===== src/rtl/seq_fsm_pkg.sv =====
// Shared helpers for the serial pattern detector:
// border length and failure-table generation.
package seq_fsm_pkg;

  localparam int PW_MIN    = 2;
  localparam int PW_MAX    = 16;
  localparam int ST_W      = 5;
  localparam int TBL_IDX_W = $clog2(2 * PW_MAX);

  typedef logic [2*PW_MAX-1:0][ST_W-1:0] fail_tbl_t;

  function automatic logic pbit(
    input logic [PW_MAX-1:0] pat,
    input int                i
  );
    logic [PW_MAX-1:0] s;
    s = pat >> i;
    return s[0];
  endfunction

  function automatic int border_len(
    input logic [PW_MAX-1:0] pat,
    input int                w
  );
    logic ok;
    for (int k = w - 1; k > 0; k--) begin
      ok = 1'b1;
      for (int i = 0; i < k; i++) begin
        if (pbit(pat, w-1-i) != pbit(pat, k-1-i))
          ok = 1'b0;
      end
      if (ok) return k;
    end
    return 0;
  endfunction

  // Longest prefix that is a suffix of (prefix[p] . b).
  function automatic int fail_next(
    input logic [PW_MAX-1:0] pat,
    input int                w,
    input int                p,
    input logic              b
  );
    logic ok;
    logic sb;
    int   pos;
    for (int k = p + 1; k > 0; k--) begin
      ok = 1'b1;
      for (int i = 0; i < k; i++) begin
        pos = p + 1 - k + i;
        sb  = (pos == p) ? b : pbit(pat, w-1-pos);
        if (sb != pbit(pat, w-1-i))
          ok = 1'b0;
      end
      if (ok) return k;
    end
    return 0;
  endfunction

  function automatic fail_tbl_t fail_table(
    input logic [PW_MAX-1:0] pat,
    input int                w
  );
    fail_tbl_t t;
    t = '0;
    for (int p = 0; p < w; p++) begin
      for (int b = 0; b < 2; b++) begin
        t |= fail_tbl_t'(ST_W'(fail_next(pat, w, p, 1'(b))))
             << (ST_W * (2*p + b));
      end
    end
    return t;
  endfunction

endpackage


===== src/rtl/seq_detect_fsm_sat_counter.sv =====
// Saturating event counter with sticky
// saturation flag and synchronous clear.
module sat_counter #(
  parameter int W = 8
) (
  input  logic         clk,
  input  logic         rst_n,
  input  logic         clr,
  input  logic         inc,
  output logic [W-1:0] cnt,
  output logic         sat
);

  localparam logic [W-1:0] MAX = '1;

  always_ff @(posedge clk or negedge rst_n) begin
    if (!rst_n) begin
      cnt <= '0;
      sat <= 1'b0;
    end else if (clr) begin
      cnt <= '0;
      sat <= 1'b0;
    end else if (inc && cnt != MAX) begin
      cnt <= cnt + 1'b1;
      if (cnt == MAX - 1'b1)
        sat <= 1'b1;
    end
  end

endmodule


===== src/rtl/seq_detect_fsm.sv =====
// Serial pattern detector driven by a
// precomputed failure table (KMP style).
module seq_detect_fsm
  import seq_fsm_pkg::*;
#(
  parameter int                   PATTERN_W = 4,
  parameter logic [PATTERN_W-1:0] PATTERN   = 4'b1011,
  parameter bit                   OVERLAP   = 1'b1,
  parameter int                   CNT_W     = 8
) (
  input  logic                         clk,
  input  logic                         rst_n,
  input  logic                         en,
  input  logic                         din,
  input  logic                         clr,
  output logic                         match,
  output logic [$clog2(PATTERN_W)-1:0] progress,
  output logic [CNT_W-1:0]             match_cnt,
  output logic                         cnt_sat
);

  localparam int PW = $clog2(PATTERN_W);

  localparam logic [PW_MAX-1:0] PAT_EXT =
    PW_MAX'(PATTERN);

  localparam fail_tbl_t FAIL_TBL =
    fail_table(PAT_EXT, PATTERN_W);

  localparam logic [PW-1:0] BORDER =
    PW'(border_len(PAT_EXT, PATTERN_W));

  localparam logic [ST_W-1:0] FULL =
    ST_W'(PATTERN_W);

  if (PATTERN_W < PW_MIN || PATTERN_W > PW_MAX) begin : g_bad_w
    $error("seq_detect_fsm: PATTERN_W out of range");
  end

  logic [PW-1:0]        prog_q;
  logic [PW-1:0]        prog_d;
  logic                 match_q;
  logic                 match_d;
  logic                 hit;
  logic [TBL_IDX_W-1:0] idx;
  logic [ST_W-1:0]      cand;

  assign idx  = TBL_IDX_W'({prog_q, din});
  assign cand = FAIL_TBL[idx];

  // clr wins over en; a full match folds back to the border
  always_comb begin
    hit     = 1'b0;
    prog_d  = prog_q;
    match_d = 1'b0;
    if (clr) begin
      prog_d = '0;
    end else if (en) begin
      if (cand == FULL) begin
        hit    = 1'b1;
        prog_d = OVERLAP ? BORDER : '0;
      end else begin
        prog_d = cand[PW-1:0];
      end
    end
    match_d = hit;
  end

  always_ff @(posedge clk or negedge rst_n) begin
    if (!rst_n) begin
      prog_q  <= '0;
      match_q <= 1'b0;
    end else begin
      prog_q  <= prog_d;
      match_q <= match_d;
    end
  end

  sat_counter #(
    .W (CNT_W)
  ) u_cnt (
    .clk   (clk),
    .rst_n (rst_n),
    .clr   (clr),
    .inc   (hit),
    .cnt   (match_cnt),
    .sat   (cnt_sat)
  );

  assign match    = match_q;
  assign progress = prog_q;

endmodule


===== config.mk =====
export PLATFORM = sky130hd
export DESIGN_NAME = seq_detect_fsm
export DESIGN_NICKNAME = d
export VERILOG_FILES = /design/src/rtl/seq_fsm_pkg.sv /design/src/rtl/seq_detect_fsm_sat_counter.sv /design/src/rtl/seq_detect_fsm.sv
export SDC_FILE = /design/constraint.sdc
export NUM_CORES = 1
export LEC_CHECK = 0
export CAP_MARGIN = 20
export CORE_UTILIZATION = 47
export CTS_CLUSTER_DIAMETER = 100
export CTS_CLUSTER_SIZE = 8
export DETAILED_ROUTE_END_ITERATION = 8
export PLACE_DENSITY = 0.76
export SYNTH_ARGS = -nofsm -noshare
export SYNTH_HDL_FRONTEND = slang
export SYNTH_SLANG_ARGS = --single-unit

===== constraint.sdc =====
create_clock -name clk -period 1.8 [get_ports clk]
set_input_delay 0.36 -clock clk [delete_from_list [all_inputs] [get_ports clk]]
set_output_delay 0.36 -clock clk [all_outputs]
set_load 0.02 [all_outputs]

==> results of run 1 <==
==> power groups by stage <==
stage / clock [mW] / combinational, mW / sequential, mW
2_1_floorplan: 0 / 0.0213 / 0.283
3_3_place_gp: 0 / 0.0518 / 0.280
3_5_place_dp: 0 / 0.0529 / 0.280
4_1_cts: 0.219 / 0.0579 / 0.275
5_1_grt: 0.231 / 0.0647 / 0.276
6_report: 0.214 / 0.0584 / 0.276
==> flip-flops by register name, indices dropped and copies added, names as in the netlist <==
name	cells
match	1
u_cnt.cnt	8
u_cnt.sat	1
progress	2
==> kinds of logic (layout without fill, tap and decap cells) <==
| family | after synthesis | in the layout | synth area share, % |
|---|---|---|---|
| buf+inv | 7 | 34 | 4.77 |
| fa+ha+maj | 5 | 5 | 8.83 |
| simple gates | 34 | 34 | 25.8 |
| flops | 12 | 12 | 42.4 |
| compound gates | 18 | 18 | 18.2 |
==> worst paths after layout <==
kind | cells after the start | endpoint | slack (ns) | from
worst max-delay path | 1 | match_cnt[1] | 0.06 | u_cnt.cnt[1]
worst min-delay path | 1 | progress[0] | 0.45 | rst_n
worst max register to register | 6 | u_cnt.cnt[3] | 0.12 | progress[0]
worst min register to register | 2 | u_cnt.sat | 0.51 | u_cnt.sat
max in group asynchronous | 1 | progress[1] | 0.94 | rst_n
min in group clk | 2 | u_cnt.sat | 0.51 | u_cnt.sat
==> metal layers <==
metal	track usage, %	wire, um	share of wire, %	vias to the layer above
met5	0	0	0	-
met4	5.00	0	0	0
met3	6.52	34	2.0	0
met2	37.9	802	46	10
met1	34.0	898	52	319
li1	-	-	-	332
==> per-stage QoR <==
stage	total power, mW	worst slack, ns
after global placement	0.332	-0.264
after CTS	0.553	0.00258
after global routing	0.572	0.00110
after detailed placement	0.333	-0.321
final	0.548	0.0577
after floorplan	0.304	0.0943
==> cells in the mapped netlist, types with 4 or more instances <==
cell type	instances	area [sq um]
dfrtp_1	12	300
nand2_1	9	33.8
inv_1	6	22.5
nand3_1	6	30.0
nor2_1	6	22.5
a21oi_1	5	25.0
ha_1	5	62.6
o21ai_0	5	25.0
nor3_1	4	20.0
==> layout make-up <==
class                           instances  share of cell area [%]
Tap cell                               15                    1.87
Sequential cell                        12                    30.1
Clock buffer                            4                    3.62
Timing Repair Buffer                   24                    22.7
Inverter                                6                    2.25
Multi-Input combinational cell         57                    39.5
==> repair_timing <==
item	in CTS	in global routing
endpoints found under the setup margin	2	8
pin swaps	1	1
buffers inserted	0	1
gates resized for setup	3	4
==> results.json, run 1 <==
{
  "clk_latency_ns": 0.27,
  "clockRootBuffer": "clkbuf_4",
  "yosysWarnings": 0,
  "grt_pass1_vias": 582,
  "skew_ns": 0.00154,
  "cp.arrival_ns": 1.38,
  "ys_types": 27,
  "synth-async-reset-ratio_pct": 100,
  "syn_nets": 86,
  "hold_violations": 0,
  "grt_max_degree": 13,
  "dieHeight_um": 40.8,
  "grt_antenna_before_repair": 0,
  "worst_pin_slew_ns": 0.572,
  "syn_inst": 76,
  "syn_to_final_growth_pct": 41.5,
  "finish.utilization_pct": 74.2,
  "holdWs_ns": 0.453,
  "antennaDiodeCount": 0,
  "path_delay_family": "buffers and inverters",
  "status": "finished, final reports clean",
  "p_switching_mw": 0.124,
  "cap_violations": 0,
  "p_comb_share_pct": 10.7,
  "cts_made_buffers": 3,
  "nNetsFinal": 114,
  "htree_num_levels": 1,
  "fin_cells": 118,
  "cp.required_ns": 1.44,
  "drv_slew": 0,
  "regArea_sq_um": 302,
  "layout_min_cycle_time_ns": 1.74,
  "grt_pass1_wl_um": 2660,
  "yosys_most_used_dff": "dfrtp_1",
  "crit_chain": "clkdlybuf4s50_1",
  "path_clk_slew_ns": 0.08,
  "via_count": 661,
  "cp_slowest_cell": "clkdlybuf4s50_1",
  "firstDrtPassIters": 4,
  "seqPwrFrac_pct": 50.3,
  "cts_buffer_depth": 2,
  "crit_path_start_kind": "register",
  "worstSetupPathType": "reg -> out",
  "drc": 0,
  "crit_buf_inv": 1,
  "multiInputGateArea_sq_um": 395,
  "numClockSinks": 12,
  "cp-end-kind": "output pin",
  "synth_area_sq_um": 708,
  "io-pin-count": 17,
  "timing.final.crit_share_pct": 96.8,
  "avgSynthCellArea_sq_um": 9.32,
  "dp.cells": 113,
  "hpwl_um": 1230,
  "p_int_mw": 0.423,
  "max_freq_mhz": 574,
  "powerDensity_mw_per_mm2": 547,
  "initial_core_util_pct": 52.5,
  "swShare_pct": 22.7,
  "clock_power_share_pct": 39.0,
  "drt_iter0_markers": 15,
  "synth-edff-count": 0,
  "cp_slowest_stage_delay_ns": 0.65,
  "fp-row-count": 13,
  "final_common_cell": "clkdlybuf4s50_1",
  "postPlaceCellArea_sq_um": 928,
  "crit_fanout": 7,
  "gp_congestion": 0.792,
  "setup_viol": 0,
  "die-area_sq_mm": 0.00167,
  "wl_um": 1740,
  "fp.dieW_um": 40.8,
  "fin_area_sq_mm": 0.00100,
  "grtUsageTotal_pct": 24.5,
  "hold_buffers": 0,
  "tns_ns": 0,
  "cts_tree": "yes",
  "ir_worst_vdd_uv": 574,
  "wire_per_inst_um": 14.7,
  "fillers": 99,
  "ys_ff_latch": 12,
  "rsz0062_at_grt": "false",
  "p_leak_nw": 0.477,
  "port_buffers": 16,
  "hold_class": "in -> async",
  "drive_gt1_share_pct": 18.4,
  "layout_common_cells": "clkdlybuf4s50_1 (13), dfrtp_1 (11), nand2_1 (9), buf_4 (8)",
  "core_area_sq_mm": 0.00135,
  "grt_overflow": 0,
  "ys_seq_area_share_pct": 42.4,
  "max_slew_margin_pct": 61.7,
  "postRouteAntennaNets": 0,
  "post_drt_via_cell_ratio": 5.60
}
(Power assumes the default switching activity.)
==> run 2: changes to the inputs <==
--- a/config.mk
+++ b/config.mk
@@ -5,7 +5,6 @@
 export SDC_FILE = /design/constraint.sdc
 export NUM_CORES = 1
 export LEC_CHECK = 0
-export CAP_MARGIN = 20
 export CORE_UTILIZATION = 47
 export CTS_CLUSTER_DIAMETER = 100
 export CTS_CLUSTER_SIZE = 8
==> results of run 2 <==
Same layout as run 1: the final DEF is identical, and so are final timing and power.
==> run 3: changes to the inputs <==
--- a/config.mk
+++ b/config.mk
@@ -10,6 +10,7 @@
 export CTS_CLUSTER_SIZE = 8
 export DETAILED_ROUTE_END_ITERATION = 8
 export PLACE_DENSITY = 0.76
+export SKIP_CTS_REPAIR_TIMING = 1
 export SYNTH_ARGS = -nofsm -noshare
 export SYNTH_HDL_FRONTEND = slang
 export SYNTH_SLANG_ARGS = --single-unit
==> results.json, run 3 (synthesis results as in run 1) <==
{
  "numClockSinks": 12,
  "wl_um": 1790,
  "grt_overflow": 0,
  "worst_slack_ns": 0.0485,
  "clockRootBuffer": "clkbuf_4",
  "grt_pass1_vias": 575,
  "worst_pin_slew_ns": 0.558,
  "initial_core_util_pct": 52.5,
  "top_register": "u_cnt.cnt",
  "cts_tree": "yes",
  "largest_reg_flops": 8,
  "powerDensity_mw_per_mm2": 545,
  "clk_latency_ns": 0.27,
  "die-area_sq_mm": 0.00167,
  "worstSetupPathType": "reg -> reg",
  "setup_viol": 0,
  "path_clk_slew_ns": 0.08,
  "fp-row-count": 13,
  "cp-end-kind": "register",
  "regArea_sq_um": 302,
  "wire_per_inst_um": 15.1,
  "hold_class": "in -> async",
  "multiInputGateArea_sq_um": 402,
  "fp.dieW_um": 40.8,
  "hold_violations": 0,
  "core_area_sq_mm": 0.00135,
  "post_drt_via_cell_ratio": 5.79,
  "max_slew_margin_pct": 62.7,
  "htree_num_levels": 1,
  "gp_congestion": 0.792,
  "postPlaceCellArea_sq_um": 928,
  "timing.final.crit_share_pct": 97.3,
  "finish.utilization_pct": 74.7,
  "crit_path_start_kind": "register",
  "crit_fanout": 5,
  "cts_made_buffers": 3,
  "syn_to_final_growth_pct": 42.4,
  "drt_iter0_markers": 24,
  "postRouteAntennaNets": 0,
  "layout_min_cycle_time_ns": 1.75,
  "grt_max_degree": 13,
  "fillers": 98,
  "io-pin-count": 17,
  "layout_common_cells": "clkdlybuf4s50_1 (13), dfrtp_1 (11), nand2_1 (8), buf_4 (8)",
  "drive_gt1_share_pct": 19.4,
  "cp.arrival_ns": 1.95,
  "drv_slew": 0,
  "fin_area_sq_mm": 0.00101,
  "preCtsSetupSlack_ns": -0.321,
  "max_freq_mhz": 571,
  "skew_ns": 0.00216,
  "cts_buffer_depth": 2,
  "firstDrtPassIters": 4,
  "via_count": 683,
  "hpwl_um": 1230,
  "grt_antenna_before_repair": 0,
  "grtUsageTotal_pct": 24.4,
  "antennaDiodeCount": 0,
  "port_buffers": 16,
  "grt_pass1_wl_um": 2640,
  "nNetsFinal": 114,
  "dieHeight_um": 40.8,
  "status": "finished, final reports clean",
  "cap_violations": 0,
  "p_total_mw": 0.550,
  "cp.required_ns": 1.99,
  "ir_worst_vdd_uv": 569,
  "p_leak_nw": 0.479,
  "final_common_cell": "clkdlybuf4s50_1",
  "tns_ns": 0,
  "drc": 0
}
run 3: where the power goes:
| group | switching [mW] | internal [mW] |
|---|---|---|
| sequential | 0.00371 | 0.272 |
| clock | 0.0896 | 0.123 |
| combinational | 0.0314 | 0.0306 |
run 3: metal layers:
metal | GRT usage (%) | part of all wire [%]
met4 | 5.00 | 0
met2 | 37.5 | 49
met1 | 34.0 | 46
met5 | 0 | 0
met3 | 6.52 | 5.2
run 3: cell type report:
| class | instances | area share [%] |
|---|---|---|
| sequential | 12 | 29.9 |
| timing repair buffer | 24 | 22.6 |
| multi-input combinational | 57 | 39.8 |
| tap | 15 | 1.86 |
| clock buffer | 4 | 3.60 |
| inverter | 6 | 2.23 |
run 3: final timing paths:
| path | endpoint | cells past startpoint | from | slack (ns) |
|---|---|---|---|---|
| worst max-delay path | u_cnt.cnt[3] | 6 | progress[0] | 0.05 |
| worst min-delay path | u_cnt.cnt[6] | 1 | rst_n | 0.45 |
| worst max register to register | u_cnt.cnt[3] | 6 | progress[0] | 0.05 |
| worst min register to register | u_cnt.sat | 2 | u_cnt.sat | 0.52 |
| max in group asynchronous | progress[1] | 1 | rst_n | 0.95 |
| min in group clk | u_cnt.sat | 2 | u_cnt.sat | 0.52 |
run 3: critical path: stages (launching register included):
cell      delay [ns]
dfrtp_1         0.41
inv_1           0.08
ha_1            0.22
and4bb_4        0.38
o211ai_4        0.08
or3_1           0.35
a21oi_1         0.15
run 3: metrics by stage:
| step | instances | hold WS (ns) |
|---|---|---|
| final | 118 | 0.449 |
| after global routing | 118 | 0.489 |
| after CTS | 117 | 0.454 |
| after detailed placement | 113 | 0.499 |
| after global placement | 113 | 0.488 |
| after floorplan | 76 | 0.0644 |
